===== config.mk =====
export PLATFORM = sky130hd
export DESIGN_NAME = mem_port_arbiter
export DESIGN_NICKNAME = d
export VERILOG_FILES = /design/src/rtl/mem_arb_pkg.sv /design/src/rtl/mem_port_arbiter.sv
export SDC_FILE = /design/constraint.sdc
export NUM_CORES = 1
export LEC_CHECK = 0
export CAP_MARGIN = 30
export CORE_AREA = 2 2 206 208
export DETAILED_ROUTE_END_ITERATION = 8
export DIE_AREA = 0 0 208 210
export PLACE_DENSITY = 0.59
export SETUP_SLACK_MARGIN = 0.2
export SLEW_MARGIN = 20
export SYNTH_ARGS = -nofsm -noshare
export SYNTH_HDL_FRONTEND = slang
export SYNTH_SLANG_ARGS = --single-unit

===== constraint.sdc =====
create_clock -name clk -period 23.1 [get_ports clk]
set_input_delay 2.31 -clock clk [delete_from_list [all_inputs] [get_ports clk]]
set_output_delay 2.31 -clock clk [all_outputs]
set_load 0.05 [all_outputs]

===== src/rtl/mem_arb_pkg.sv =====
// Shared types and constants for the unified memory-port arbiter.
package mem_arb_pkg;

  // Transaction sequencing states.
  typedef enum logic [1:0] {
    IDLE    = 2'b00,
    REQ     = 2'b01,
    WAIT_RD = 2'b10,
    RESP    = 2'b11
  } arb_state_e;

  // Which requester owns the in-flight transaction.
  typedef enum logic [1:0] {
    OWN_NONE = 2'b00,
    OWN_IF   = 2'b01,
    OWN_D    = 2'b10
  } arb_owner_e;

  // Access size encodings on d_size_i / mem_size_o.
  localparam logic [1:0] SIZE_B = 2'b00;
  localparam logic [1:0] SIZE_H = 2'b01;
  localparam logic [1:0] SIZE_W = 2'b10;
  localparam logic [1:0] SIZE_D = 2'b11;

endpackage


===== src/rtl/mem_port_arbiter.sv =====
// Arbitrates the single memory port between instruction fetch and the
// data stage, one outstanding transaction at a time, with a streak counter
// that stops back-to-back data traffic from starving fetch.
module mem_port_arbiter
  import mem_arb_pkg::*;
#(
  parameter int XLEN         = 64,
  parameter int STARVE_LIMIT = 4
) (
  input  logic            clk,
  input  logic            rst,
  input  logic            if_req_i,
  input  logic [XLEN-1:0] if_addr_i,
  input  logic            if_kill_i,
  output logic            if_rvalid_o,
  output logic [XLEN-1:0] if_rdata_o,
  input  logic            d_req_i,
  input  logic            d_we_i,
  input  logic [XLEN-1:0] d_addr_i,
  input  logic [XLEN-1:0] d_wdata_i,
  input  logic [1:0]      d_size_i,
  output logic            d_done_o,
  output logic [XLEN-1:0] d_rdata_o,
  output logic            mem_req_o,
  output logic            mem_we_o,
  output logic [XLEN-1:0] mem_addr_o,
  output logic [XLEN-1:0] mem_wdata_o,
  output logic [1:0]      mem_size_o,
  input  logic            mem_gnt_i,
  input  logic            mem_rvalid_i,
  input  logic [XLEN-1:0] mem_rdata_i
);

  localparam int SW = $clog2(STARVE_LIMIT + 1);
  localparam logic [SW-1:0] STREAK_MAX = SW'(STARVE_LIMIT);

  arb_state_e      state_r;
  arb_owner_e      owner_r;
  logic [SW-1:0]   streak_r;
  logic            kill_pend_r;
  logic            if_rvalid_r;
  logic [XLEN-1:0] if_rdata_r;
  logic            d_done_r;
  logic [XLEN-1:0] d_rdata_r;
  logic            mem_req_r;
  logic            mem_we_r;
  logic [XLEN-1:0] mem_addr_r;
  logic [XLEN-1:0] mem_wdata_r;
  logic [1:0]      mem_size_r;

  logic            if_elig_s;
  logic            pick_if_s;
  logic            pick_d_s;
  logic            kill_now_s;

  assign if_elig_s  = if_req_i & ~if_kill_i;
  assign kill_now_s = (owner_r == OWN_IF) & if_kill_i;

  // Winner selection: data by default, fetch when it has been starved long enough.
  always_comb begin
    pick_if_s = 1'b0;
    pick_d_s  = 1'b0;
    if (d_req_i && !(if_elig_s && (streak_r == STREAK_MAX))) begin
      pick_d_s = 1'b1;
    end else if (if_elig_s) begin
      pick_if_s = 1'b1;
    end else begin
      pick_if_s = 1'b0;
      pick_d_s  = 1'b0;
    end
  end

  // Transaction FSM with owner, streak, kill flag and all registered outputs.
  always_ff @(posedge clk or posedge rst) begin
    if (rst) begin
      state_r     <= IDLE;
      owner_r     <= OWN_NONE;
      streak_r    <= '0;
      kill_pend_r <= 1'b0;
      if_rvalid_r <= 1'b0;
      if_rdata_r  <= '0;
      d_done_r    <= 1'b0;
      d_rdata_r   <= '0;
      mem_req_r   <= 1'b0;
      mem_we_r    <= 1'b0;
      mem_addr_r  <= '0;
      mem_wdata_r <= '0;
      mem_size_r  <= 2'b00;
    end else begin
      case (state_r)
        IDLE: begin
          if (pick_d_s) begin
            mem_req_r   <= 1'b1;
            mem_we_r    <= d_we_i;
            mem_addr_r  <= d_addr_i;
            mem_wdata_r <= d_wdata_i;
            mem_size_r  <= d_size_i;
            owner_r     <= OWN_D;
            state_r     <= REQ;
            if (!if_req_i) begin
              streak_r <= '0;
            end else if (streak_r != STREAK_MAX) begin
              streak_r <= streak_r + SW'(1);
            end
          end else if (pick_if_s) begin
            mem_req_r   <= 1'b1;
            mem_we_r    <= 1'b0;
            mem_addr_r  <= if_addr_i;
            mem_wdata_r <= '0;
            mem_size_r  <= SIZE_D;
            owner_r     <= OWN_IF;
            streak_r    <= '0;
            state_r     <= REQ;
          end
        end
        REQ: begin
          if (kill_now_s) begin
            kill_pend_r <= 1'b1;
          end
          if (mem_gnt_i) begin
            mem_req_r <= 1'b0;
            if (mem_we_r) begin
              d_done_r <= 1'b1;
              state_r  <= RESP;
            end else begin
              state_r <= WAIT_RD;
            end
          end
        end
        WAIT_RD: begin
          if (kill_now_s) begin
            kill_pend_r <= 1'b1;
          end
          if (mem_rvalid_i) begin
            state_r <= RESP;
            if (owner_r == OWN_IF) begin
              if_rdata_r  <= mem_rdata_i;
              if_rvalid_r <= ~(kill_pend_r | if_kill_i);
            end else begin
              d_rdata_r <= mem_rdata_i;
              d_done_r  <= 1'b1;
            end
          end
        end
        RESP: begin
          if_rvalid_r <= 1'b0;
          d_done_r    <= 1'b0;
          kill_pend_r <= 1'b0;
          owner_r     <= OWN_NONE;
          state_r     <= IDLE;
        end
        default: begin
          state_r     <= IDLE;
          owner_r     <= OWN_NONE;
          kill_pend_r <= 1'b0;
          mem_req_r   <= 1'b0;
          if_rvalid_r <= 1'b0;
          d_done_r    <= 1'b0;
        end
      endcase
    end
  end

  // A flush arriving in the response cycle itself still suppresses the fetch pulse.
  assign if_rvalid_o = if_rvalid_r & ~if_kill_i;
  assign if_rdata_o  = if_rdata_r;
  assign d_done_o    = d_done_r;
  assign d_rdata_o   = d_rdata_r;
  assign mem_req_o   = mem_req_r;
  assign mem_we_o    = mem_we_r;
  assign mem_addr_o  = mem_addr_r;
  assign mem_wdata_o = mem_wdata_r;
  assign mem_size_o  = mem_size_r;

endmodule


; ---- Word-level counts from Yosys, hierarchy flattened
; Cells that the tools add are included.
[op_classes]
n_addsub = 1
mul = 0
div_mod_pow = 0
n_lt_le_gt_ge = 0
eq_ne = 14
shift = 0
n_mux = 37
bitwise_logic = 7
n_reduce_logical = 21
[op_table]
columns = op, count
row1 = 64-bit 2-to-1 mux, 4
row2 = 3-bit AND reduction, 6
row3 = 1-bit 2-to-1 mux, 16
row4 = 2-bit 2-to-1 mux, 7
row5 = 3-bit 2-to-1 mux, 4
row6 = "2-bit != test, second input constant", 5
row7 = 2-bit nonzero test, 5
row8 = 2-bit case mux with 4 select lines, 1
row9 = "3-bit != test, second input constant", 2
row10 = 1-bit case mux with 2 select lines, 3
row11 = 2-bit AND reduction, 3
row12 = 5-bit AND reduction, 1
row13 = "2-bit by 1-bit equality test with 1-bit output, second input constant", 2
row14 = "2-bit equality test, second input constant", 2
row15 = 2-bit case mux with 2 select lines, 1
row16 = "3-bit by 1-bit adder with 3-bit output, second input constant", 1
row17 = 1-bit bitwise AND, 3
row18 = "3-bit equality test, second input constant", 1
row19 = "3-bit by 2-bit != test with 1-bit output, second input constant", 1
row20 = 1-bit NOT, 3
row21 = 1-bit case mux with 3 select lines, 1
row22 = 3-bit nonzero test, 1
row23 = 1-bit logical AND, 2
row24 = 2-bit zero test, 1
row25 = 4 further kinds, 4
[totals]
register_bits = 270
latch_bits = 0
ramBits = 0
romBits = 0
in_bits = 266
out_inout_bits = 262
word_cells = 93
n_memories = 0

; ---- Depth between registers and ports, before layout
; Gate-level depths: netlist (run 1).
[logic_depth]
depth_word = 9
ltp_mapped = 9
ltp_nobuf = 6

; ---- Worst setup path before layout (run 1)
; Ideal clock, no wire load.
[synth_path]
path_kind = input-to-output
startpoint = input if_kill_i
endpoint = output if_rvalid_o
arrival_ns = 2.999
required_time_ns = 20.790
setup_slack_ns = 17.791
cell_stages = 1
n_path_buf = 0
path_cell_list = nor2b_1
[synth_via]
elab_chain_cells = 2
[synth_lines]
columns = item, line
row1 = start: declaration, mem_port_arbiter.sv:14  ; input logic if_kill_i,
row2 = 1-bit NOT, mem_port_arbiter.sv:165  ; assign if_rvalid_o = if_rvalid_r & ~if_kill_i;
row3 = 1-bit bitwise AND, mem_port_arbiter.sv:165
row4 = end: declaration, mem_port_arbiter.sv:15  ; output logic if_rvalid_o,
; Every way passes these cells.

; ---- Worst setup path after layout (run 1)
; Ends and elaborated chain as after synthesis.

==> impl_metrics.csv, run 1 <==
group,metric,value,unit
route,drt_iter0_drc,703,
run_status,violations,"design-rule violations",
global_route,antenna_found_initial,1,
global_route,grt_pass1_wl,52600,um
setup_path,critical_path_arrival,4.04,ns
clocking,cts_tree,"done",
clocking,insertion_delay,0.59,ns
setup_path,r2r_start,"state_r[0]",
floorplanning,core-area,41500,um2
yosys,synthFlopType,"dfrtp_1",
route,vias,8229,
setup_path,worstPathCellList,"clkdlybuf4s50_1 -> nor2b_1 -> clkdlybuf4s50_1",
timing,hold_violations,0,
route,ant_nets,0,
yosys,synth-seq-cells,270,
setup_path,cp_max_fo,7,
global_route,grt.overflow.total,0,
timing,fmax,0.157,GHz
yosys,yosys_warnings,0,
yosys,synth-edff-count,0,
timing,hold_slack,0.502,ns
cells_and_area,synthToLayoutAreaGrowth,67.5,%
setup_path,cp_common_cell,"clkdlybuf4s50_1",
clocking,cts.clk_slew.worst_paths,0.06,ns
clocking,h-tree-depth,1,
place,gp_congestion,0.880,
floorplanning,die_height,210,um
clocking,postCtsSetupBuffers,0,
setup_path,setup.worst_path.start,"if_kill_i",
floorplanning,dieArea,43700,um2
cells_and_area,nets,1508,
setup_path,path_buf_inv,2,
run_status,status,"finished, violations left",
pwr,power_density,165,nW/um2
timing,report.final.setup_viol,0,
yosys,mappedNetlistArea,10300,um2
clocking,clock_path_buffers,3,
timing,maxSlewViolCount,0,
global_route,grt_usage,15.3,%
setup_path,max_stage_delay,0.89,ns
yosys,syn_inst,714,
timing,rsz0062_at_grt,"false",
clocking,cts_root_buffer,"clkbuf_16",
cells_and_area,mostFrequentLayoutCell,"clkdlybuf4s50_1",
run,maxCapViolations,0,
clocking,cts_hold_buf,0,
setup_path,cp.required,20.79,ns
floorplanning,dieWidth,208,um
route,wirelength,35200,um
timing,fin_skew,0.0207,ns
yosys,synthDistinctLibCells,34,
cells_and_area,stdcell_count,1798,
clocking,cts_resized,0,
setup_path,cp-end-kind,"primary output",
setup_path,path_class,"input pin to primary output",
pwr,power,2860,uW
clocking,numCtsBuffers,31,
timing,min_period,6.35,ns
timing,fin_tns_setup,0,ns
global_route,grt_max_degree,77,
place,dp.cells,1740,
timing,worst_slew_pin_slew,0.999,ns
cells_and_area,final_cell_mix,"527 x clkdlybuf4s50_1, 270 x dfrtp_1, 128 x mux2_2",
yosys,ys_seq_area_share,65.3,%
timing,period_share,27.5,%
yosys,synthArstFlopShare,100,%
pwr,ir_drop,0.0909,mV
yosys,syn_area_per_cell,14.5,um2
floorplanning,ioPinCount,528,
floorplanning,rows,75,
route,wl_per_cell,19.6,um
place,port-buffer-count,527,
place,place_area,16200,um2
setup_path,critPathTopFamily,"buffers and inverters",
setup_path,startpoint_type,"input pin",
route,dr.pass1.iters,9,
yosys,syn_nets,987,
min_path,hold_path_class,"flip-flop to flip-flop",
place,dp_hpwl,25600,um
cells_and_area,stdcell_area,17300,um2
timing,worst_slew_margin_rel,33.4,%
clocking,clkSinkCount,270,
cells_and_area,drive_gt1_share,15.3,%
route,vias_per_cell,4.58,
floorplanning,start_util,24.9,%
min_path,hold_start,"if_rdata_o[37]",
global_route,grt_pass1_vias,8653,
pwr,p_leak,0.00761,uW
setup_path,worst_path_max_delay_cell,"clkdlybuf4s50_1",
route,drc,11,
-- layer usage --
| layer | vias up | share of wire (%) | GRT usage [%] |
|---|---|---|---|
| li1 | 3714 | - | - |
| met1 | 4134 | 40 | 18.7 |
| met2 | 313 | 50 | 26.5 |
| met3 | 68 | 6.7 | 3.61 |
| met4 | 0 | 3.0 | 5.04 |
| met5 | - | 0 | 0 |
-- kinds of logic after synthesis --
| kind of cell | synth area share (%) |
|---|---|
| simple gates | 1.38 |
| mux | 14.1 |
| flops | 65.3 |
| buf+inv | 4.84 |
| fa+ha+maj | 0.847 |
| compound gates | 13.5 |
-- worst paths after layout --
kind	endpoint	slack (ns)	depth (start not counted)
max	if_rvalid_o	16.75	3
min	if_rdata_o[37]	0.50	1
max reg2reg	mem_addr_o[43]	19.87	8
min reg2reg	if_rdata_o[37]	0.50	1
max in group asynchronous	mem_addr_o[44]	19.16	5
min in group asynchronous	if_rdata_o[15]	2.17	2
-- metrics by stage --
stage                     setup WS [ns]  util [%]
after floorplan                   13.35         -
after global placement            16.73      39.0
after detailed placement          16.74      39.1
after CTS                         16.74      41.7
after global routing              16.70      41.8
final                             16.75      41.8
-- Yosys cell counts (2+ instances only) --
| cell type | instances | area [um2] |
|---|---|---|
| clkbuf_1 | 12 | 45.0 |
| nand2b_1 | 2 | 12.5 |
| a31oi_1 | 3 | 18.8 |
| dfrtp_1 | 270 | 6760 |
| nor2b_1 | 4 | 25.0 |
| a22o_1 | 65 | 569 |
| buf_1 | 4 | 15.0 |
| a222oi_1 | 64 | 641 |
| clkbuf_2 | 2 | 10.0 |
| nand3_1 | 2 | 10.0 |
| mux2i_1 | 2 | 20.0 |
| inv_1 | 72 | 270 |
| o21ai_0 | 10 | 50.1 |
| a21oi_1 | 8 | 40.0 |
| and3_1 | 2 | 12.5 |
| mux2_2 | 128 | 1440 |
| nor3_1 | 2 | 10.0 |
| o22a_1 | 2 | 17.5 |
| buf_2 | 32 | 160 |
| nand2_1 | 8 | 30.0 |
| ha_1 | 7 | 87.6 |
-- where the power goes --
group          leakage, uW  switching, uW  total [uW]  internal, uW
registers          0.00340            113         789           677
clock network     0.000534            197         518           320
logic              0.00367            989        1550           560
total              0.00761           1300        2860          1560
-- state kept, by name (all words and copies together) (netlist names) --
register,cells
if_rdata_o,64
state_r,2
mem_req_o,1
d_done_o,1
kill_pend_r,1
if_rvalid_r,1
mem_we_o,1
d_rdata_o,64
streak_r,3
mem_addr_o,64
mem_size_o,2
mem_wdata_o,64
owner_r,2
-- final cells by class --
| cell class | count | area (um2) |
|---|---|---|
| fill | 3890 | 24200 |
| sequential | 270 | 6760 |
| timing repair buffer | 538 | 5400 |
| multi-input combinational | 322 | 3130 |
| clock buffer | 48 | 930 |
| tap | 539 | 674 |
| inverter | 72 | 278 |
| clock inverter | 8 | 159 |
| antenna | 1 | 2.50 |
Power figures use the tool's default switching activity.
==> inputs of run 2 (changes only) <==
Settings changed: CORE_AREA 2 2 206 208 to 2 2 207 209, DIE_AREA 0 0 208 210 to 0 0 209 211, PLACE_DENSITY 0.59 to 0.58.
Clock period 23.1 ns to 6.2 ns, I/O delays scaled along.
==> run 2 against run 1 <==
  * The flow now finishes without violations
  * First-iteration DRC count up 1.7%
  * Sequential share of layout area is 0.093 points lower
  * Final area rose by 0.24%
  * Cell count increased by 0.22%
  * Total power increased to 3.8 times the previous value
  * Register-to-register slack lost 17 ns
  * Count of clock-buffer cells in the layout increased by 3
  * Clock power rose to 3.8 times the previous value
  * Largest power group unchanged
  * Highest routed layer unchanged
==> impl_metrics.csv, run 2 (synthesis results as in run 1) <==
group,metric,value,unit
route,drc,0,
pwr,power_density,617,nW/um2
timing,fmax,0.347,GHz
floorplanning,ioPinCount,528,
floorplanning,dieArea,44100,um2
setup_path,cp_common_cell,"inv_1",
floorplanning,core-area,41800,um2
pwr,power,10700,uW
clocking,clock_path_buffers,3,
floorplanning,rows,75,
cells_and_area,mostFrequentLayoutCell,"clkdlybuf4s50_1",
floorplanning,start_util,24.8,%
route,dr.pass1.iters,7,
run,maxCapViolations,0,
min_path,hold_path_class,"flip-flop to flip-flop",
route,wirelength,35800,um
run_status,status,"finished, final reports clean",
clocking,cts.clk_slew.worst_paths,0.06,ns
setup_path,cp-end-kind,"flip-flop",
floorplanning,dieWidth,209,um
place,preCtsSetupSlack,3.02,ns
clocking,cts_tree,"done",
timing,rsz0062_at_grt,"false",
cells_and_area,num-fill-cells,3885,
cells_and_area,drive_gt1_share,15.5,%
timing,worst_slew_pin_slew,0.919,ns
global_route,grt_max_degree,137,
setup_path,max_stage_delay,0.70,ns
cells_and_area,stdcell_area,17400,um2
cells_and_area,final_cell_mix,"527 x clkdlybuf4s50_1, 270 x dfrtp_1, 128 x mux2_2",
clocking,insertion_delay,0.52,ns
clocking,cts_root_buffer,"clkbuf_16",
timing,worst_slew_margin_rel,38.8,%
setup_path,path_buf_inv,4,
timing,fin_tns_setup,0,ns
route,ant_nets,0,
route,vias_per_cell,4.59,
clocking,postCtsSetupBuffers,0,
global_route,grt_pass1_vias,8802,
timing,min_period,2.88,ns
timing,fin_ws,3.32,ns
global_route,grt_pass1_wl,53800,um
route,vias,8279,
clocking,cts_hold_buf,0,
timing,hold_violations,0,
pwr,ir_drop,0.271,mV
setup_path,startpoint_type,"flip-flop",
timing,maxSlewViolCount,0,
pwr,p_leak,0.00763,uW
place,gp_congestion,0.843,
floorplanning,die_height,211,um
place,dp_hpwl,25800,um
route,drt_iter0_drc,715,
setup_path,critPathTopFamily,"buffers and inverters",
global_route,antenna_found_initial,2,
clocking,numCtsBuffers,34,
setup_path,worst_path_max_delay_cell,"a211oi_4",
global_route,grt_usage,15.9,%
place,port-buffer-count,527,
setup_path,cp.required,6.66,ns
setup_path,path_class,"flip-flop to flip-flop",
global_route,grt.overflow.total,0,
cells_and_area,nets,1510,
place,place_area,16200,um2
clocking,h-tree-depth,2,
timing,report.final.setup_viol,0,
clocking,cts_resized,0,
clocking,clkSinkCount,270,
setup_path,worstPathCellList,"inv_1 -> ha_1 -> inv_1 -> a211oi_4 -> buf_4 -> a222oi_1 -> inv_1",
timing,period_share,46.5,%
timing,fin_skew,0.0143,ns
route,wl_per_cell,19.9,um
cells_and_area,synthToLayoutAreaGrowth,67.9,%
setup_path,critical_path_arrival,3.34,ns
setup_path,cp_max_fo,47,
[run 2: path summary, 6_finish.rpt]
path	startpoint	end	slack, ns	depth (start not counted)
min in group asynchronous	rst	d_rdata_o[14]	0.57	2
worst max register to register	state_r[0]	mem_addr_o[14]	3.32	7
worst min register to register	mem_wdata_o[16]	mem_wdata_o[16]	0.50	1
max in group asynchronous	rst	mem_addr_o[49]	4.33	3
worst min-delay path	mem_wdata_o[16]	mem_wdata_o[16]	0.50	1
worst max-delay path	state_r[0]	mem_addr_o[14]	3.32	7
[run 2: worst register-to-register path, stage by stage (launching register included)]
cell	delay [ns]
dfrtp_1	0.41
inv_1	0.13
ha_1	0.38
inv_1	0.27
a211oi_4	0.70
buf_4	0.61
a222oi_1	0.21
inv_1	0.10
[run 2: per-layer routing]
metal / GRT usage (%) / wire [um]
met1: 18.9 / 14000
met2: 27.3 / 18300
met3: 4.50 / 2440
met4: 5.89 / 1070
met5: 0 / 0
[run 2: final cells by class]
type                    instances  area, um2  share of cell area [%]
diodes                          2       5.00                  0.0288
clock buffers                  51       1040                    5.98
clock inverters                 9       95.1                   0.548
inverters                      72        274                    1.58
multi-input cells             322       3130                    18.0
flip-flops and latches        270       6760                    38.9
well taps                     539        674                    3.88
repair buffers                537       5400                    31.1
[run 2: power by group]
part	internal (uW)	total, uW	switching [uW]
registers	2520	2940	420
clock network	1240	1990	751
logic	2090	5780	3700
total	5850	10700	4870
[run 2: through the flow]
stage	cells	hold slack [ns]	util, %
after floorplan	714	0.477	-
after global placement	1739	0.487	38.8
after detailed placement	1739	0.490	38.8
after CTS	1799	0.504	41.5
after global routing	1802	0.518	41.6
final	1802	0.498	41.6
